<file path="config.mk">
export PLATFORM = sky130hd
export DESIGN_NAME = out_port_sched
export DESIGN_NICKNAME = d
export VERILOG_FILES = /design/src/rtl/out_port_sched.sv
export SDC_FILE = /design/constraint.sdc
export NUM_CORES = 1
export LEC_CHECK = 0
export ABC_CLOCK_PERIOD_IN_PS = 6000
export CAP_MARGIN = 5
export CORE_MARGIN = 3
export CORE_UTILIZATION = 25
export DETAILED_ROUTE_END_ITERATION = 16
export GPL_ROUTABILITY_DRIVEN = 0
export GPL_TIMING_DRIVEN = 0
export PLACE_DENSITY_LB_ADDON = 0.1
export SYNTH_ARGS = -nofsm -noshare
export SYNTH_HDL_FRONTEND = slang
export SYNTH_SLANG_ARGS = --single-unit
</file>
<file path="constraint.sdc">
create_clock -name clk -period 6 [get_ports clk]
set_input_delay 1.2 -clock clk [delete_from_list [all_inputs] [get_ports clk]]
set_output_delay 1.2 -clock clk [all_outputs]
set_load 0.05 [all_outputs]
</file>
<file path="src/rtl/out_port_sched.sv">
`default_nettype none
// ============================================================================
// Module      : out_port_sched
// Description : Output-port scheduler for N input buffers. Starvation-aware,
//               QoS-classed round-robin arbitration with zero-cycle latency.
// Revision    : 1.0 - initial release
// ============================================================================
module out_port_sched #(
    parameter int N       = 7,
    parameter int AGE_W   = 4,
    parameter int AGE_MAX = 15,
    localparam int IDX_W  = (N > 1) ? $clog2(N) : 1
) (
    input  logic             clk,
    input  logic             rst,
    input  logic [N-1:0]     req,
    input  logic [N-1:0]     qos,
    input  logic             out_rdy,
    output logic [N-1:0]     gnt,
    output logic             gnt_vld,
    output logic [IDX_W-1:0] gnt_idx,
    output logic [N-1:0]     starved
);

    logic [AGE_W-1:0] age_q [N];
    logic [AGE_W-1:0] age_d [N];
    logic [IDX_W-1:0] rr_ptr_q;
    logic [IDX_W-1:0] rr_ptr_d;

    logic [N-1:0]     w_cls_starved;
    logic [N-1:0]     w_cls_hi;
    logic [N-1:0]     w_cls_lo;
    logic [N-1:0]     w_cand;
    logic             w_found;
    logic [IDX_W-1:0] w_win_idx;
    logic [IDX_W-1:0] w_scan;

    for (genvar i = 0; i < N; i++) begin : g_starved
        assign starved[i] = (age_q[i] == AGE_W'(AGE_MAX));
    end

    assign w_cls_starved = req & starved;
    assign w_cls_hi      = req & ~starved & qos;
    assign w_cls_lo      = req & ~starved & ~qos;

    // Only the highest non-empty class competes.
    always_comb begin
        w_cand = w_cls_lo;
        if (|w_cls_starved) begin
            w_cand = w_cls_starved;
        end else if (|w_cls_hi) begin
            w_cand = w_cls_hi;
        end
    end

    // Upward search from the shared pointer, wrapping N-1 -> 0.
    always_comb begin
        w_found   = 1'b0;
        w_win_idx = '0;
        w_scan    = rr_ptr_q;
        for (int k = 0; k < N; k++) begin
            if (!w_found && w_cand[w_scan]) begin
                w_found   = 1'b1;
                w_win_idx = w_scan;
            end
            w_scan = (w_scan == IDX_W'(N - 1)) ? '0 : w_scan + IDX_W'(1);
        end
    end

    always_comb begin
        gnt     = '0;
        gnt_vld = 1'b0;
        gnt_idx = '0;
        if (!rst && out_rdy && w_found) begin
            gnt[w_win_idx] = 1'b1;
            gnt_vld        = 1'b1;
            gnt_idx        = w_win_idx;
        end
    end

    always_comb begin
        rr_ptr_d = rr_ptr_q;
        if (gnt_vld) begin
            rr_ptr_d = (gnt_idx == IDX_W'(N - 1)) ? '0 : gnt_idx + IDX_W'(1);
        end
    end

    // Ages only move on a real transfer, so back-pressure never counts as a loss.
    always_comb begin
        for (int i = 0; i < N; i++) begin
            age_d[i] = age_q[i];
            if (!req[i] || gnt[i]) begin
                age_d[i] = '0;
            end else if (gnt_vld && (age_q[i] != AGE_W'(AGE_MAX))) begin
                age_d[i] = age_q[i] + AGE_W'(1);
            end
        end
    end

    always_ff @(posedge clk) begin
        if (rst) begin
            rr_ptr_q <= '0;
            for (int i = 0; i < N; i++) begin
                age_q[i] <= '0;
            end
        end else begin
            rr_ptr_q <= rr_ptr_d;
            for (int i = 0; i < N; i++) begin
                age_q[i] <= age_d[i];
            end
        end
    end

endmodule
`default_nettype wire

</file>
### After elaboration in Yosys (flattened, before gate mapping)

Memories as Yosys holds them, arrays and structs flattened.
Index checks and enable logic that the tools add are counted.

| storage, ports and cells | value |
|---|---|
| register bits after elaboration | 3 |
| latch bits | 0 |
| RAM bits | 28 |
| ROM bits | 0 |
| bits of input ports | 17 |
| output and inout port bits | 18 |
| word-level logic and storage cells | 164 |
| memories | 1 |

| operators by class | value |
|---|---|
| $add $sub $neg | 14 |
| multipliers | 0 |
| div/mod/pow operators | 0 |
| order comparisons | 9 |
| equality and inequality tests | 21 |
| shifts and indexed selects | 0 |
| muxes and demuxes | 66 |
| bitwise operators | 13 |
| reductions and logical operators | 39 |

Memory list:

| name | words | width | rd ports | clocked after Yosys merged registers in | write ports | line | RTL |
|---|---|---|---|---|---|---|---|
| age_q | 7 | 4 | 7 | 0 | 7 | 25 | `logic [AGE_W-1:0] age_q [N];` |

Operators with widths:

| operator | count |
|---|---|
| $mux 4 | 21 |
| $mux 3 | 15 |
| $lt 3x4->1 const B | 8 |
| $add 4x1->4 const B | 7 |
| $and 7x7->7 | 4 |
| $eq 4x4->1 const B | 7 |
| $ne 4x4->1 const B | 7 |
| $add 3x1->3 const B | 7 |
| $bmux 1 s3 | 7 |
| $eq 3x3->1 const B | 7 |
| $mux 7 | 3 |
| $mux 1 | 19 |
| $logic_and 1x1->1 | 16 |
| $logic_not 1->1 | 14 |
| $not 7->7 | 2 |
| $reduce_or 7->1 | 2 |
| $logic_or 1x1->1 | 7 |
| $or 1x1->1 | 7 |
| $demux 1 s3 | 1 |
| $ge 3x1->1 const B | 1 |

### Logic depth before layout (Yosys ltp)

| depth | value |
|---|---|
| depth after elaboration | 36 |
| mapped depth | 16 |
| mapped depth without buffers | 14 |

### Least setup slack after synthesis

Ideal clock, no wire load.

| path | value |
|---|---|
| path type | input port to output port |
| start point | input port qos[5] |
| end point | output port gnt[1] |
| data arrival time | 4.924 ns |
| required time | 4.800 ns |
| path slack | -0.124 ns |
| stages | 15 |
| cell sequence | and2_1 a222oi_1 buf_4 nand3_1 a21o_1 o22a_1 and3_1 clkbuf_1 nand4_1 o21ai_4 nor2_2 buf_4 clkbuf_1 nand2_1 nor2_1 |

| on the way | value |
|---|---|
| word-level cells in the longest chain between the ends | 30 |
| elaborated cells on any way between the ends | 53 |
| those cells by class | order compare: 2; mux: 33; bitwise: 3; reduce/logical: 15 |

RTL lines:

| what | line | RTL |
|---|---|---|
| from (decl) | 17 | `input logic [N-1:0] qos,` |
| $and 7x7->7 or $not 7->7 (tied branches) | 43, 44 |  |
| $reduce_or 7->1 or $and 7x7->7 (tied branches) | 51, 44 |  |
| $mux 7 * | 51 | `end else if (\|w_cls_hi) begin` |
| $mux 7 * | 49 | `if (\|w_cls_starved) begin` |
| $bmux 1 s3 | 62 | `if (!w_found && w_cand[w_scan]) begin` |
| $mux 1 (not written as such) | 62 |  |
| $mux 1 | 62 |  |
| $logic_not 1->1 | 62 |  |
| [... 14 more ...] | - |  |
| $logic_not 1->1 | 62 |  |
| $logic_and 1x1->1 | 62 |  |
| $mux 3 | 62 |  |
| $lt 3x4->1 (not written as such) or $ge 3x1->1 (tied branches) | 75 | `gnt[w_win_idx] = 1'b1;` |
| $logic_and 1x1->1 (not written as such) | 75 |  |
| $mux 1 (not written as such) | 75 |  |
| $demux 1 s3 | 75 |  |
| $mux 7 * | 74 | `if (!rst && out_rdy && w_found) begin` |
| to (decl) | 19 | `output logic [N-1:0] gnt,` |

Mark *: on every way between the ends. The rest lies on a longest branch, timed or not. The select of a mux whose other input is x is not followed.

### Worst setup path in the final report

| path | value |
|---|---|
| start point | input port qos[5] |
| end point | output port gnt[5] |

The elaborated chain is that of the path after synthesis.

==> flow_summary.json <==
{
  "outcome": "finished clean",
  "syn-num-nets": 414,
  "hold_path.class": "reg2reg",
  "synth.distinct_cells": 73,
  "grt.total_usage_pct": 16.83,
  "grt_max_degree": 11,
  "cts.path.max_buffers": 2,
  "synth_warnings": 0,
  "synthToLayoutAreaGrowth_pct": 35.38,
  "ant_nets": 0,
  "die_y_um": 114.8,
  "async_flop_share_pct": 0,
  "die_area_um2": 13170,
  "dpl.hpwl_mm": 8.293,
  "root_buffer": "clkbuf_16",
  "synth_flop_cell": "dfxtp_1",
  "cts.sink_count": 31,
  "fmax_ghz": 0.1721,
  "drv_cap": 0,
  "end_kind": "primary output",
  "ir_drop_mv": 0.1700,
  "drt_wl_total_mm": 11.20,
  "hold_path.startpoint": "age_q[2][3]$_SDFFE_PP0P_",
  "synth_edf_count": 0,
  "grt_pass1_wl_mm": 17.66,
  "nets": 481,
  "dr.first_iter.drc_count": 275,
  "synth_cells": 390,
  "clk_pin_slew_ps": 50,
  "cts_buffers": 5,
  "reg2reg_slack_ps": 1660,
  "whs_path_depth": 2,
  "worstRegToRegCells": 16,
  "worstPathRequired_ps": 4800,
  "syn_area_per_cell_um2": 7.581,
  "synth_area_um2": 2957,
  "viasPerCell": 5.719,
  "powerDensity_nw_per_um2": 403.9,
  "fin_crit_sh_pct": 96.87,
  "synth-seq-cells": 31,
  "cts_tree": "built",
  "utilization_pct": 34.90,
  "hold_path_end": "age_q[2][3]$_SDFFE_PP0P_",
  "start_util_pct": 25.78,
  "port_buffers": 34,
  "grt_pass1_vias": 3217,
  "rows": 39,
  "overflow": 0,
  "drc": 0,
  "r2r-end": "age_q[3][2]$_SDFFE_PP0P_",
  "insertion_delay_ps": 280,
  "fp.dieW_um": 114.8,
  "finalCriticalPeriod_ps": 5812,
  "core_um2": 11470,
  "fin_skew_ps": 4.470,
  "wl_per_cell_um": 18.64,
  "vias": 3437,
  "fillCellCount": 1197,
  "tightest_slew_ps": 691.1,
  "relSlewSlack_pct": 53.57,
  "antenna_found_initial": 0,
  "hold_viol": 0,
  "first_pass_iters": 5,
  "cp.arrival_ps": 4610,
  "start_kind": "input port",
  "rr_startpoint": "age_q[5][0]$_SDFFE_PP0P_",
  "setup_tns_ps": 0,
  "holdBufCountCts": 0,
  "ctsHtreeMaxLevel": 2,
  "path_max_fanout": 6,
  "setup_viol": 0,
  "final_max_slew_viol_count": 0,
  "drive_gt1_share_pct": 24.02,
  "ys_seq_area_share_pct": 20.99,
  "critical_path_class": "in2out",
  "io_pins": 35,
  "p_leak_nw": 1.604,
  "rsz0062_at_grt": "no",
  "diodes": 0
}
[where the power goes]
part | internal (mW) | switching [mW] | total (mW)
clock | 0.153 | 0.0969 | 0.250
combinational | 0.426 | 0.710 | 1.14
sequential | 0.220 | 0.0108 | 0.231
total | 0.799 | 0.818 | 1.62
[layer usage]
layer | vias to the layer above | track usage, % | part of all wire (%)
met4 | 0 | 5.008 | 1.6
met2 | 74 | 27.09 | 47
li1 | 1678 | - | -
met3 | 17 | 2.474 | 4.3
met5 | - | 0 | 0
met1 | 1668 | 23.38 | 47
[per-stage QoR]
stage | setup WS (ps) | instance area [µm²] | hold WS, ps | instances | power [mW]
after floorplan | -123.8 | 2957 | 488.7 | 390 | 0.9345
after global placement | -1475 | 3476 | 512.3 | 567 | 1.199
after detailed placement | -1484 | 3476 | 523.8 | 567 | 1.194
after CTS | 9.452 | 3845 | 532.3 | 591 | 1.542
after global routing | 5.652 | 4003 | 568.6 | 601 | 1.731
final | 188.0 | 4003 | 529.4 | 601 | 1.617
[synth_stat cells (6+ instances only)]
master	n	share of area, %
a211oi_1	12	3.0
a21oi_1	13	2.2
and3_1	7	1.5
and4b_1	7	2.4
clkbuf_1	8	1.0
dfxtp_1	31	21
ha_1	7	3.0
inv_1	13	1.7
mux2i_1	9	3.0
nand2_1	25	3.2
nand2b_1	13	2.8
nand3_1	27	4.6
nand4_1	23	4.9
nor2_1	29	3.7
nor3_1	27	4.6
nor4_1	8	1.7
o21ai_0	24	4.1
o22a_1	6	1.8
or3_1	8	1.7
xor2_1	7	2.1
[worst max path at each step]
stage	startpoint	to	slack, ps	cells past startpoint
2_1_floorplan	qos[5]	gnt[1]	-120	15
3_3_place_gp	req[5]	gnt[1]	-1470	16
3_5_place_dp	req[5]	gnt[5]	-1480	16
4_1_cts	qos[6]	gnt[5]	9	14
5_1_grt	req[5]	gnt[6]	6	15
6_report	qos[5]	gnt[5]	190	15
[critical path, cell delays in order]
cell,delay [ps]
clkdlybuf4s15_1,210
and2_4,160
a222oi_1,90
buf_4,190
a311o_1,330
and3_4,190
buf_4,140
buf_4,130
a2111oi_2,510
mux2i_1,260
a41oi_1,160
o22a_2,310
or3_4,420
nor2_2,140
buf_6,160
[layout make-up]
type,instances,area [µm²],area share [%]
Multi-Input combinational cell,334,2434,60.80
Timing Repair Buffer,61,506.7,12.66
Tap cell,143,178.9,4.470
Clock buffer,6,128.9,3.220
Clock inverter,2,12.51,0.3126
Inverter,13,48.80,1.219
Buffer,11,72.57,1.813
Sequential cell,31,620.6,15.50
[kinds of logic (layout without fill, tap and decap cells)]
logic type / after synthesis / count (layout) / synth area share, %
buffers and inverters: 26 / 93 / 3.682
AOI/OAI and AO/OA: 109 / 110 / 27.85
and+or+nand+nor: 200 / 200 / 39.10
xor gates and xnor gates: 8 / 8 / 2.370
DFF: 31 / 31 / 20.99
muxes: 9 / 9 / 3.047
adders and majority gates: 7 / 7 / 2.962
[timing repair]
| item | CTS | global route |
|---|---|---|
| setup buffers | 18 | 9 |
| endpoints found under the setup margin | 11 | 11 |
| gates cloned | 0 | 1 |
| pin swaps | 16 | 17 |
| resized for setup | 97 | 48 |
[layout by cell type, fill, tap and decap left out, drive strengths merged, types with 4 or more instances in the layout]
cell type,instances
or3,9
a211oi,12
o22a,6
buf,41
and4b,7
dfxtp,31
nand2,26
and2,5
inv,13
o21ai,26
ha,7
and3,8
nand4,23
mux2i,9
a31oi,4
nor2,30
clkbuf,20
a31o,5
nand2b,13
nor4,9
dlymetal6s2s,4
nor3,29
nand3,27
a21o,5
xor2,7
clkdlybuf4s50,9
a21oi,14
[state kept, by name, indices dropped and copies added (netlist names)]
signal    flops
age_q        28
rr_ptr_q      3
(Power assumes the default switching activity.)
